`src/rtl/bcd.sv`:
```
// Single-digit BCD up-counter with synchronous load, wrap carry and a
// built-in seven-segment decoder (seg[0]=a ... seg[6]=g).
module bcd #(
  parameter bit SEG_ACTIVE_LOW = 1'b0
) (
  input  logic       clk,
  input  logic       rst_syn,
  input  logic       load_syn,
  input  logic [3:0] Din,
  output logic [3:0] q,
  output logic       carry,
  output logic [6:0] seg
);

  logic [6:0] seg_raw;

  // Load beats counting; out-of-range values (bad load or upset) collapse to 0
  always_ff @(posedge clk or negedge rst_syn) begin
    if (!rst_syn) begin
      q     <= 4'd0;
      carry <= 1'b0;
    end else if (load_syn) begin
      q     <= (Din > 4'd9) ? 4'd0 : Din;
      carry <= 1'b0;
    end else if (q == 4'd9) begin
      q     <= 4'd0;
      carry <= 1'b1;
    end else if (q > 4'd9) begin
      q     <= 4'd0;
      carry <= 1'b0;
    end else begin
      q     <= q + 4'd1;
      carry <= 1'b0;
    end
  end

  always_comb begin
    seg_raw = 7'h00;
    case (q)
      4'd0:    seg_raw = 7'h3F;
      4'd1:    seg_raw = 7'h06;
      4'd2:    seg_raw = 7'h5B;
      4'd3:    seg_raw = 7'h4F;
      4'd4:    seg_raw = 7'h66;
      4'd5:    seg_raw = 7'h6D;
      4'd6:    seg_raw = 7'h7D;
      4'd7:    seg_raw = 7'h07;
      4'd8:    seg_raw = 7'h7F;
      4'd9:    seg_raw = 7'h6F;
      default: seg_raw = 7'h00;
    endcase
  end

  assign seg = SEG_ACTIVE_LOW ? ~seg_raw : seg_raw;

endmodule

```
`config.mk`:
```
export PLATFORM = sky130hd
export DESIGN_NAME = bcd
export DESIGN_NICKNAME = d
export VERILOG_FILES = /design/src/rtl/bcd.sv
export SDC_FILE = /design/constraint.sdc
export NUM_CORES = 1
export LEC_CHECK = 0
export ABC_AREA = 1
export CAP_MARGIN = 0
export CELL_PAD_IN_SITES_DETAIL_PLACEMENT = 0
export CELL_PAD_IN_SITES_GLOBAL_PLACEMENT = 2
export CORE_MARGIN = 4
export CORE_UTILIZATION = 21
export CTS_CLUSTER_SIZE = 10
export DETAILED_ROUTE_END_ITERATION = 6
export GPL_ROUTABILITY_DRIVEN = 0
export HOLD_SLACK_MARGIN = 0.08
export PLACE_DENSITY = 0.88
export SLEW_MARGIN = 5
export SYNTH_ARGS = -nofsm -noshare
export SYNTH_HDL_FRONTEND = slang
export SYNTH_SLANG_ARGS = --single-unit
```
`constraint.sdc`:
```
create_clock -name clk -period 1.65 [get_ports clk]
set_input_delay 0.495 -clock clk [delete_from_list [all_inputs] [get_ports clk]]
set_output_delay 0.495 -clock clk [all_outputs]
set_load 0.005 [all_outputs]
```
==> results of run 1 <==
[state kept, by name (all words and copies together) (netlist names)]
name / count
q: 4
carry: 1
[synthesized netlist by cell type]
master   count  share of area [%]
ha_1         7                 19
inv_4        1                1.4
or2_1        1                1.4
o21ai_1      2                2.2
o21ai_0      6                6.5
nand3_1     11                 12
nand4_1      1                1.4
nand2_1     19                 16
buf_6        1                2.5
xor2_1       1                1.9
inv_1        8                6.5
nor2_1       3                2.5
dfrtp_1      5                 27
[metrics by stage]
stage                     TNS (ns)  cell area, µm²  setup slack [ns]
final                        -1.45            1030            -0.285
after global routing         -1.94            1030            -0.340
after CTS                    -1.67             971            -0.302
after detailed placement     -2.77             790            -0.433
after global placement       -2.63             790            -0.403
after floorplan                  0             459           0.00504
[critical path, stage by stage (launching register included)]
cell	delay (ns)
dfrtp_2	0.42
buf_6	0.13
ha_4	0.14
or2_4	0.23
o21ai_1	0.07
nand2_1	0.06
nand2_1	0.05
buf_2	0.10
[power breakdown]
| group | total (mW) | internal [mW] | switching [mW] |
|---|---|---|---|
| Clock | 0.139 | 0.0913 | 0.0479 |
| Combinational | 0.705 | 0.400 | 0.305 |
| Sequential | 0.163 | 0.144 | 0.0190 |
[worst paths after layout]
| path | cells after the start | endpoint | startpoint | slack (ns) |
|---|---|---|---|---|
| max in group asynchronous | 1 | q[3] | rst_syn | 0.97 |
| setup / recovery | 7 | seg[5] | q[0] | -0.29 |
| hold reg to reg | 5 | q[3] | q[2] | 0.78 |
| setup reg to reg | 8 | q[1] | q[0] | 0.13 |
| hold / removal | 1 | q[2] | rst_syn | 0.47 |
| min in group clk | 5 | q[3] | q[2] | 0.78 |
[area by class of cell]
class,count,area share (%)
repair buffers,51,40.8
multi-input cells,51,37.2
clock buffers,4,2.54
flip-flops and latches,5,12.3
inverters,9,3.87
well taps,27,3.27
[timing repair]
action	in CTS	in global routing
gates resized for setup	57	18
setup buffers	12	6
pin swaps	6	5
setup endpoints to repair	11	10
[metal layers]
layer  share of wire (%)  track usage (%)
met5                   0                0
met4                   0             2.49
met3                 5.3             4.09
met2                  52             20.1
met1                  43             11.9
[cells by family after synthesis]
group,after synthesis,synth area share [%]
AO/OA/AOI/OAI,8,8.72
AND/OR/NAND/NOR,35,32.7
adder cells (fa/ha/maj),7,19.1
buffers and inverters,10,10.4
XOR/XNOR,1,1.91
flip-flops,5,27.2
==> results.yml, run 1 <==
outcome:
  status: "complete, but fails checks"
  violations: "setup timing"
route:
  dr.pass1.iters: 4
  drc_errors: 0
  via_per_inst: 4.20
  first_iter_violations: 9
  ant_nets: 0
  wl_um: 1510
  vias: 617
  avgRoutedWirePerCell_um: 10.3
power_and_ir_drop:
  power.density_nw_per_um2: 974
  p_leak_nw: 0.543
  peakVddDrop_mv: 0.587
  power.total_mw: 1.01
floorplan:
  ios: 19
  die_x_um: 54.8
  dieHeight_um: 54.8
  core_area_um2: 2020
  num_rows: 16
  start_util_pct: 22.7
  die_area_um2: 3000
sta:
  rsz0062_at_grt: "yes"
  slew_headroom_pct: 85.7
  worst_slack_ns: -0.285
  final-max-slew-violation-count: 0
  clock_skew_ns: 0.00254
  fmax_ghz: 0.517
  layout_min_cycle_time_ns: 1.94
  period_share_pct: 117
  worstMarginPinSlew_ns: 0.212
  finalSetupViolCount: 7
  hold_ws_ns: 0.474
  finalHoldViolCount: 0
critical_path:
  arrival_ns: 1.44
  worst_ep_required_time_ns: 1.15
  cp-end-kind: "output port"
  startpoint_type: "register"
  setup.worst_path.class: "register to output port"
  crit_path_max_fanout: 3
layout:
  insertedDiodeCount: 0
  fillCellCount: 191
  layout_common_cells: "25 x buf_4, 17 x nand2_1, 10 x nand3_1, 9 x buf_6"
  utilization_pct: 51.1
  multiInputGateArea_um2: 384
  nNetsFinal: 135
  mostFrequentLayoutCell: "buf_4"
  syn_to_final_growth_pct: 125
  stdcell_count: 147
  seq_area_um2: 128
  drive_above_1_share_pct: 53.3
placement:
  hpwl_um: 984
  dp.cells: 127
  port-buffer-count: 18
min_path:
  holdCritPathClass: "input port to asynchronous set/reset pin"
synth:
  synth-seq-cells: 5
  syn_inst: 66
  ys_warn_count: 0
  avgSynthCellArea_um2: 6.96
  synth_area_um2: 459
  synth_cell_types: 13
  synth.yosys.seq_area_share_pct: 27.2
  syn_nets: 80
global_routing:
  gr-total-overflow: 0
  grt_pass1_wl_um: 2300
  grt_pass1_vias: 544
  grt_use_total_pct: 11.0
  antenna_found_initial: 0
  grt_start_max_net_pins: 8
clocking:
  root_buffer: "clkbuf_4"
  clkLatencyLatePin_ns: 0.24
  h-tree-depth: 1
  clk_path_buf_depth: 2
  clock-sinks: 5
  cts_tree: "done"
  clkSlewWorstSetupHoldPaths_ns: 0.04
  cts_made_buffers: 3
  cts_hold_buffers: 0
job:
  drv_cap: 0
Note: power is estimated with default switching activity, not from simulation.
==> run 2, diff against run 1 <==
--- a/config.mk
+++ b/config.mk
@@ -9,13 +9,13 @@
 export CAP_MARGIN = 0
 export CELL_PAD_IN_SITES_DETAIL_PLACEMENT = 0
 export CELL_PAD_IN_SITES_GLOBAL_PLACEMENT = 2
-export CORE_MARGIN = 4
-export CORE_UTILIZATION = 21
+export CORE_MARGIN = 1
+export CORE_UTILIZATION = 18
 export CTS_CLUSTER_SIZE = 10
 export DETAILED_ROUTE_END_ITERATION = 6
 export GPL_ROUTABILITY_DRIVEN = 0
 export HOLD_SLACK_MARGIN = 0.08
-export PLACE_DENSITY = 0.88
+export PLACE_DENSITY = 0.82
 export SLEW_MARGIN = 5
 export SYNTH_ARGS = -nofsm -noshare
 export SYNTH_HDL_FRONTEND = slang
==> constraint.sdc (replaced) <==
create_clock -name clk -period 1.6 [get_ports clk]
set_input_delay 0.48 -clock clk [delete_from_list [all_inputs] [get_ports clk]]
set_output_delay 0.48 -clock clk [all_outputs]
set_load 0.005 [all_outputs]
==> run 2 against run 1 <==
  * Final area shrank 3.8%
  * Die area is 8.1% lower
  * Worst hold slack got worse by 0.017 ns
  * The flow still finishes with violations (setup timing)
  * Routed wire length is 6.7% higher
  * Global-route usage rose by 1.7 points
  * Clock power grew 12%
  * Count of clock-buffer cells in the layout unchanged
  * Non-clock buffer count down 7
  * Power up 2.4%
  * Critical path depth unchanged
  * Clock skew grew 0.0054 ns
  * Register-to-register slack gained 0.02 ns
==> results.yml, run 2 (synthesized netlist as in run 1, its figures left out) <==
outcome:
  status: "complete, but fails checks"
  violations: "setup timing"
critical_path:
  reg2reg_slack_ns: 0.15
  crit_path_start: "q[0]"
  timing.rr.start: "q[0]"
  startpoint_type: "register"
  worst_ep_required_time_ns: 1.12
  reg2reg_depth: 7
  arrival_ns: 1.52
  r2r-end: "q[3]"
  crit_path_max_fanout: 4
  cp-endpoint: "seg[6]"
  setup.worst_path.class: "register to output port"
  cp-end-kind: "output port"
layout:
  insertedDiodeCount: 0
  stdcell_count: 141
  syn_to_final_growth_pct: 117
  reg.largest.list: "q: 4 flops, carry: 1 flops"
  drive_above_1_share_pct: 49.6
  nNetsFinal: 128
  utilization_pct: 43.3
  largest_register_ffs: 4
  mostFrequentLayoutCell: "buf_4"
  layout_common_cells: "18 x buf_4, 17 x nand2_1, 10 x nand3_1, 8 x clkdlybuf4s50_1, 8 x buf_6"
  regMostFlops: "q"
global_routing:
  grt_pass1_vias: 611
  busiest_layer: "met2"
  gr-total-overflow: 0
  antenna_found_initial: 0
  grt_pass1_wl_um: 2510
  grt.met3_usage_pct: 2.32
  grt_use_total_pct: 12.8
  grt_use_met2_pct: 23.6
  use_met1_pct: 12.6
  grt_start_max_net_pins: 8
sta:
  fmax_ghz: 0.500
  slew_headroom_pct: 83.4
  period_share_pct: 125
  hold_ws_ns: 0.457
  worst_slack_ns: -0.400
  worstMarginPinSlew_ns: 0.249
  layout_min_cycle_time_ns: 2.00
  clock_skew_ns: 0.00792
  setup_tns_ns: -2.38
  finalHoldViolCount: 0
  rsz0062_at_grt: "yes"
  final-max-slew-violation-count: 0
  finalSetupViolCount: 9
route:
  vias: 609
  via_per_inst: 4.32
  dr.pass1.iters: 2
  avgRoutedWirePerCell_um: 11.4
  drc_errors: 0
  ant_nets: 0
  wl_um: 1610
  first_iter_violations: 2
placement:
  port-buffer-count: 18
  preCtsSetupSlack_ns: -0.443
  dp.cells: 126
  hpwl_um: 987
job:
  drv_cap: 0
floorplan:
  ios: 19
  num_rows: 17
  die_x_um: 52.5
  dieHeight_um: 52.5
  die_area_um2: 2760
  core_area_um2: 2300
  start_util_pct: 20.0
power_and_ir_drop:
  peakVddDrop_mv: 0.460
  p_leak_nw: 0.495
  power.density_nw_per_um2: 1040
clocking:
  h-tree-depth: 1
  clkLatencyLatePin_ns: 0.25
  root_buffer: "clkbuf_4"
  clkSlewWorstSetupHoldPaths_ns: 0.05
  clk_path_buf_depth: 2
  cts_made_buffers: 3
  clock-sinks: 5
  cts_tree: "done"
min_path:
  holdCritPathClass: "input port to asynchronous set/reset pin"
## run 2: stage by stage
step / total power, mW / area, µm²
final: 1.03 / 995
after global routing: 1.12 / 995
after CTS: 0.946 / 942
after detailed placement: 0.690 / 777
after global placement: 0.689 / 777
after floorplan: 0.377 / 460
## run 2: layout make-up
type,count,area (µm²)
fillers,241,1300
multi-input cells,51,398
repair buffers,44,368
flip-flops and latches,5,129
inverters,9,38.8
well taps,28,35.0
clock buffers,4,26.3
## run 2: worst min path at each step
stage	endpoint	slack (ns)	cells after the start
2_1_floorplan	carry	0.18	0
3_3_place_gp	carry	0.73	1
3_5_place_dp	carry	0.73	1
4_1_cts	q[0]	0.46	1
5_1_grt	q[0]	0.46	1
6_report	q[0]	0.46	1
## run 2: critical path, cell delays in order (launching register included)
cell     delay (ns)
dfrtp_2        0.44
buf_6          0.13
ha_4           0.14
or2_1          0.23
o21ai_1        0.11
nand2_1        0.06
nand2_1        0.05
buf_2          0.10
## run 2: timing repair
| item | CTS | global route |
|---|---|---|
| setup buffers | 10 | 1 |
| endpoints found under the hold margin | 0 | 0 |
| endpoints found under the setup margin | 11 | 9 |
| gates cloned | 0 | 0 |
| gates resized for setup | 53 | 16 |
| pin swaps | 7 | 8 |
| hold buffers | 0 | 0 |
## run 2: power by group
part	total [mW]	switching [mW]	leakage [nW]	internal [mW]
clock network	0.155	0.0601	0.0150	0.0948
logic	0.691	0.305	0.419	0.386
registers	0.185	0.0352	0.0610	0.150
total	1.03	0.400	0.495	0.631
## run 2: routing by layer
metal  part of all wire [%]  wire length [µm]
met5                      0                 0
met4                    2.6                42
met3                    3.8                61
met2                     58               929
met1                     36               578
